==> src/rtl/picobus_arbiter.sv <==
// Round-robin arbiter sharing one PicoBus master port between NUM_REQ requesters.
// Define PICOBUS_ARB_PRIO_EN to give requester 0 fixed highest priority.
//
// state | meaning
// IDLE  | waiting for a request; grant selected and accepted combinationally
// ISSUE | one-cycle PicoRd or PicoWr strobe
// WAIT  | counting down READ_LATENCY before sampling PicoDataOut
// DONE  | one-cycle rsp_valid pulse to the granted requester
module picobus_arbiter #(
  parameter int NUM_REQ      = 2,
  parameter int READ_LATENCY = 1
) (
  input  logic                   PicoClk,
  input  logic                   PicoRst_n,
  input  logic [NUM_REQ-1:0]     req_valid,
  input  logic [NUM_REQ-1:0]     req_wr,
  input  logic [NUM_REQ*32-1:0]  req_addr,
  input  logic [NUM_REQ*32-1:0]  req_wdata,
  output logic [NUM_REQ-1:0]     req_ready,
  output logic [NUM_REQ-1:0]     rsp_valid,
  output logic [31:0]            rsp_rdata,
  output logic [31:0]            PicoAddr,
  output logic [31:0]            PicoDataIn,
  output logic                   PicoRd,
  output logic                   PicoWr,
  input  logic [31:0]            PicoDataOut,
  output logic [1:0]             grant_id,
  output logic                   busy
);

  typedef enum logic [1:0] {IDLE, ISSUE, WAIT, DONE} arbState;

  localparam logic [1:0] LatLoad = 2'(READ_LATENCY - 1);
  localparam logic [1:0] LastReq = 2'(NUM_REQ - 1);

  arbState state, stateNext;
  logic [1:0]   rrPtr;
  logic [1:0]   waitCnt;
  logic         wrFlag;
  logic         anyValid;
  logic [1:0]   grantSel;
  logic         found;
  logic [2:0]   cand;
  logic [3:0]   validPad, wrPad;
  logic [127:0] addrPad, wdataPad;
  logic [NUM_REQ-1:0] rspOneHot;

  // Pad to the 4-requester maximum so unused packing bits read as 0
  always_comb begin
    validPad = '0;
    wrPad    = '0;
    addrPad  = '0;
    wdataPad = '0;
    validPad[NUM_REQ-1:0]    = req_valid;
    wrPad[NUM_REQ-1:0]       = req_wr;
    addrPad[NUM_REQ*32-1:0]  = req_addr;
    wdataPad[NUM_REQ*32-1:0] = req_wdata;
  end

  assign anyValid = |req_valid;

  always_comb begin
    grantSel = '0;
    found    = 1'b0;
    cand     = '0;
    for (int i = 1; i <= NUM_REQ; i++) begin
      cand = {1'b0, rrPtr} + 3'(i);
      if (cand >= 3'(NUM_REQ)) cand = cand - 3'(NUM_REQ);
      if (!found && validPad[cand[1:0]]) begin
        found    = 1'b1;
        grantSel = cand[1:0];
      end
    end
`ifdef PICOBUS_ARB_PRIO_EN
    if (req_valid[0]) grantSel = 2'd0;
`endif
  end

  always_comb begin
    req_ready = '0;
    if (PicoRst_n && state == IDLE && anyValid) begin
      for (int i = 0; i < NUM_REQ; i++) req_ready[i] = (grantSel == 2'(i));
    end
  end

  always_comb begin
    rspOneHot = '0;
    for (int i = 0; i < NUM_REQ; i++) rspOneHot[i] = (grant_id == 2'(i));
  end

  always_ff @(posedge PicoClk or negedge PicoRst_n) begin
    if (!PicoRst_n) state <= IDLE;
    else            state <= stateNext;
  end

  always_comb begin
    stateNext = state;
    case (state)
      IDLE:    if (anyValid) stateNext = ISSUE;
      ISSUE:   stateNext = wrFlag ? DONE : WAIT;
      WAIT:    if (waitCnt == 2'd0) stateNext = DONE;
      DONE:    stateNext = IDLE;
      default: stateNext = IDLE;
    endcase
  end

  always_ff @(posedge PicoClk or negedge PicoRst_n) begin
    if (!PicoRst_n) begin
      rrPtr      <= LastReq;
      waitCnt    <= '0;
      wrFlag     <= 1'b0;
      PicoAddr   <= '0;
      PicoDataIn <= '0;
      PicoRd     <= 1'b0;
      PicoWr     <= 1'b0;
      grant_id   <= '0;
      rsp_valid  <= '0;
      rsp_rdata  <= '0;
      busy       <= 1'b0;
    end else begin
      PicoRd    <= 1'b0;
      PicoWr    <= 1'b0;
      rsp_valid <= '0;
      case (state)
        IDLE: if (anyValid) begin
          PicoAddr   <= addrPad[{grantSel, 5'd0} +: 32];
          PicoDataIn <= wdataPad[{grantSel, 5'd0} +: 32];
          grant_id   <= grantSel;
          wrFlag     <= wrPad[grantSel];
          PicoWr     <= wrPad[grantSel];
          PicoRd     <= ~wrPad[grantSel];
`ifdef PICOBUS_ARB_PRIO_EN
          if (grantSel != 2'd0) rrPtr <= grantSel;
`else
          rrPtr <= grantSel;
`endif
        end
        ISSUE: begin
          if (wrFlag) begin
            rsp_rdata <= '0;
            rsp_valid <= rspOneHot;
          end else begin
            waitCnt <= LatLoad;
          end
        end
        WAIT: begin
          if (waitCnt == 2'd0) begin
            rsp_rdata <= PicoDataOut;
            rsp_valid <= rspOneHot;
          end else begin
            waitCnt <= waitCnt - 2'd1;
          end
        end
        default: ;
      endcase
      busy <= (stateNext != IDLE);
    end
  end

endmodule

==> config.mk <==
export PLATFORM = sky130hd
export DESIGN_NAME = picobus_arbiter
export DESIGN_NICKNAME = d
export VERILOG_FILES = /design/src/rtl/picobus_arbiter.sv
export SDC_FILE = /design/constraint.sdc
export NUM_CORES = 1
export LEC_CHECK = 0
export BUFFER_PORTS_ARGS = -buffer_cell sky130_fd_sc_hd__buf_2
export CORE_MARGIN = 2
export CORE_UTILIZATION = 30
export CTS_CLUSTER_DIAMETER = 200
export DETAILED_ROUTE_END_ITERATION = 10
export GPL_ROUTABILITY_DRIVEN = 0
export PLACE_DENSITY = 0.55
export SYNTH_ARGS = -nofsm -noshare
export SYNTH_HDL_FRONTEND = slang
export SYNTH_SLANG_ARGS = --single-unit
==> constraint.sdc <==
create_clock -name PicoClk -period 2 [get_ports PicoClk]
set_input_delay 0.4 -clock PicoClk [delete_from_list [all_inputs] [get_ports PicoClk]]
set_output_delay 0.4 -clock PicoClk [all_outputs]
set_load 0.01 [all_outputs]
---- Word-level counts from Yosys, hierarchy flattened ----
Index checks and enable logic that the tools add are counted.
storage, ports and cells
  bits in registers ....................... 110
  output and inout port bits .............. 105
  logic and storage cells ................. 77
cells by class
  $add $sub $neg .......................... 5
  magnitude comparators ................... 5
  equal/unequal tests ..................... 9
  shift operators ......................... 2
  multiplexer cells ....................... 29
  bitwise operators ....................... 1
  reduce and logical (&&, ||, !) cells .... 14
operator list
  operator             number
  $shiftx 128x8->32    2
  $mux 32              2
  $pmux 32 s2          1
  $mux 2               11
  $lt 2x3->1 const B   3
  $mux 1               9
  $logic_not 2->1      4
  $ne 2x2->1 const B   4
  $pmux 2 s2           2
  $pmux 2 s4           1
  $bmux 1 s2           3
  $eq 2x1->1 const B   3
  $ge 3x2->1 const B   2
  $reduce_and 3->1     2
  $eq 2x2->1 const B   2
  $reduce_bool 2->1    2
  $sub 2x2->2 const B  2
  $add 2x1->3 const B  1
  $add 2x2->3 const B  1
  $logic_and 1x1->1    3
  $reduce_and 2->1     1
  $reduce_or 2->1      1
  $sub 2x1->2 const B  1
  $logic_not 1->1      1
  $not 1->1            1

---- Depth between registers and ports, before layout ----
  depth after elaboration ................. 14
  depth in mapped cells ................... 8
  gate-level depth less buffers ........... 5

---- Worst setup path before layout ----
No wires, ideal clock.
  path type ............................... register to output
  start ................................... reg state[0]
  end ..................................... out req_ready[0]
  arrival ................................. 1.484 ns
  required time ........................... 1.600 ns
  slack ................................... 0.116 ns
  cell stages (with the launch flop) ...... 9
  buffers on the path ..................... 3
  cell sequence ........................... dfrtp_1 -> inv_1 -> ha_1 -> buf_2 -> o21a_1 -> buf_4 -> buf_2 -> nand2_1 -> nor2_1
between the ends
  word-level cells in the longest chain between the ends .. 4
RTL lines
  item                            line  text
  start, declared                 36    arbState state, stateNext;
  start signal, assigned          93    else state <= stateNext;
  $logic_not 2->1                 81    if (PicoRst_n && state == IDLE && anyValid) begin
  $logic_and 1x1->1 (2 in a row)  81
  $mux 2                          81
  end, declared                   19    output logic [NUM_REQ-1:0] req_ready,
No other way between the ends.

---- Worst setup path after layout ----
  start ................................... reg rrPtr[0]
  end ..................................... out req_ready[1]
between the ends
  word-level cells in the longest chain between the ends .. 11
  elaborated cells on any way between the ends .. 19
  classes of those cells .................. 4 x add/sub; 2 x order compare; 1 x eq/ne; 10 x mux; 2 x reduce/logical
RTL lines
  item                                       line  text
  start, declared                            37    logic [1:0] rrPtr;
  start signal, assigned                     109   rrPtr <= LastReq;
  start signal, assigned                     135   rrPtr <= grantSel;
  $add 2x1->3                                67    cand = {1'b0, rrPtr} + 3'(i);
  $ge 3x2->1 or $sub 2x2->2 (tied branches)  68    if (cand >= 3'(NUM_REQ)) cand = cand - 3'(NUM_REQ);
  $mux 2                                     68
  $bmux 1 s2                                 69    if (!found && validPad[cand[1:0]]) begin
  $mux 1 (implied by the code)               69
  $mux 1                                     69
  $logic_not 1->1                            69
  $logic_and 1x1->1                          69
  $mux 2 *                                   69
  $eq 2x1->1 *                               82    for (int i = 0; i < NUM_REQ; i++) req_ready[i] = (grantSel == 2'(i));
  $mux 2 *                                   81
Mark *: on every way between the ends. The rest lies on a longest branch, timed or not. The select of a mux whose other input is x is not followed.

==> results.ini <==
[yosys]
ys_warn_count=0
yosysTopAreaCellShare=0.509
yosysTopAreaCell=dfrtp_1
synthesis.nets=725
ys_seq_area_frac=0.514
ys_types=31
synth_edf_count=0
synth.avg_cell_area_sq_um=9.58
synth_area_leaders=dfrtp_1 51%, nand2_1 12%, nand4_1 7.5%, mux2i_1 6.6%, o211ai_1 6.2%
async_reset_ff_frac=1.00
ys_ff_latch=109
synth_cells=554
synthFlopType=dfrtp_1
synthesis.area_sq_mm=0.00531

[global_route]
antenna_found_initial=0
grt_max_degree=73
grt_remaining_overflow=0
grtUsageTotal=0.176
grt_pass1_wl_mm=25.9
grt_pass1_vias=4972

[final_layout]
layout_common_cells=269 x buf_2, 163 x nand2_1, 107 x dfrtp_1, 64 x nand4_1, 44 x o211ai_1
drive_gt1_frac=0.414
fin_nets=970
diodes=0
final_area_sq_mm=0.00721
utilization=0.417
area_growth_syn_to_layout_pct=35.8
mostFrequentLayoutCell=buf_2

[clock_tree]
cts_root_buffer=clkbuf_16
path_clk_slew_ps=80
cts_tree=built
hold_buffers=0
ctsLongestPathBuffers=2
htree_levels=3
cts_buffers=9
cts.sinks=109
clk_latency_ps=350

[sta]
timing.final.crit_period_ps=1950
worst_pin_slew_ps=497
period_share=0.975
slew_violations=0
setup_viol=0
fin_tns_setup_ps=0
whs_ps=92.9
fmax_mhz=513
finalHoldViolations=0
skew_ps=9.70
relSlewSlack=0.668

[route]
drc=0
wl_per_cell_um=16.2
drtIter0Drc=197
via_per_inst=4.82
wl_mm=16.6
vias=4956
final_antenna_net_count=0
drt_first_pass_iters=4

[setup_path]
crit_buf_inv=1
setup.worst_path.start=rrPtr[0]
worstPathArrival_ps=1550
cp_top_family=flip-flops
crit_chain=o21ai_4 -> and2_2 -> and3_1 -> buf_2
path_max_fanout=4
critPathCaptureType=output port
worst_path_largest_cell_delay_ps=560
slowest_stage=dfstp_2
r2r_start=state[0]
critPathRequiredTime_ps=1600
rrSetupSlack_ps=190
reg2reg_depth=6
r2r_end=rsp_rdata[23]
startpoint_type=flip-flop
critPathKind=reg -> out

[min_path]
min_path_type=in -> async

[pwr]
pwr-share-clk=0.167
p_leak_nw=3.60
power_switching_mw=4.33
cell_internal_pwr_mw=6.13
ir_drop_uv=817
power_mw=10.5
p_seq_frac=0.343
p_comb_frac=0.489
pwr_density_cell_mw_per_mm2=1450
sw_frac_of_total=0.414

[place]
io_buffer_count=270
dpl-instance-area_sq_mm=0.00690
hpwlAfterDp_mm=11.1

[floorplanning]
fp.coreArea_sq_mm=0.0173
fp.dieArea_sq_mm=0.0188
rows=48
start_util=0.307
fp.dieW_um=137
die_height_um=137
io_pins=271

[flow_run]
cap_violations=0

[outcome]
outcome=complete, no violations

[worst register-to-register path: stages, from the launching register on]
cell and delay (ps):
dfrtp_1 420, inv_2 110, ha_1 360, mux2i_1 190
a21oi_4 160, buf_12 250, mux2i_1 240
[cell families after synthesis]
kind of cell | share of synthesized area
compound gates | 0.129
fa+ha+maj | 0.0118
buf+inv | 0.0745
flops | 0.514
mux | 0.0660
simple gates | 0.205
[registers in the layout, summed over array words and instances (netlist names)]
signal	count
rrPtr	1
busy	1
rsp_valid	2
rsp_rdata	32
PicoAddr	32
state	2
PicoDataIn	32
wrFlag	1
waitCnt	2
PicoRd	1
grant_id	2
PicoWr	1
[metrics by stage]
| step | std cells | setup WS [ps] |
|---|---|---|
| final | 1029 | 51.0 |
| after global routing | 1029 | -4.43 |
| after CTS | 1027 | 2.48 |
| after global placement | 1011 | 274 |
| after floorplan | 554 | 116 |
| after detailed placement | 1011 | 177 |
[how the worst max path moves through the flow]
stage,to,slack [ps],cells after the start
2_1_floorplan,req_ready[0],120,8
3_3_place_gp,rsp_rdata[25],270,6
3_5_place_dp,rsp_rdata[23],180,6
4_1_cts,req_ready[0],2,6
5_1_grt,req_ready[0],-4,6
6_report,req_ready[1],50,4
[cells in the mapped netlist, drive strengths merged, types with 3 or more instances]
cell type	n
nand2	163
dfrtp	108
nand4	64
o211ai	64
inv	37
mux2i	35
buf	26
clkbuf	26
ha	5
a22o	3
nor2	3
[routing by layer]
metal	track usage	up-vias	part of all wire
met5	0	-	0
met2	0.288	188	0.47
met1	0.236	2345	0.45
li1	-	2407	-
met4	0.0521	0	0.015
met3	0.0352	16	0.069
[layout make-up]
cell class                      instances  area [sq um]
Clock inverter                          6          45.0
Clock buffer                           10           239
Tap cell                              225           282
Sequential cell                       109          2730
Multi-Input combinational cell        356          2230
Fill cell                            1781         10100
Inverter                               37           139
Timing Repair Buffer                  286          1550
[power by group through the flow]
stage          logic, mW  clock network [mW]  registers, mW
2_1_floorplan       2.84                   0           3.98
3_3_place_gp        5.09                   0           3.63
5_1_grt             5.67                1.91           3.71
4_1_cts             5.17                1.83           3.59
6_report            5.11                1.75           3.59
3_5_place_dp        5.15                   0           3.61
[repair_timing]
item | in CTS | in global routing
buffers inserted | 0 | 2
endpoints found under the setup margin | 2 | 3
gates resized for setup | 2 | 3
Note: power is estimated with default switching activity, not from simulation.
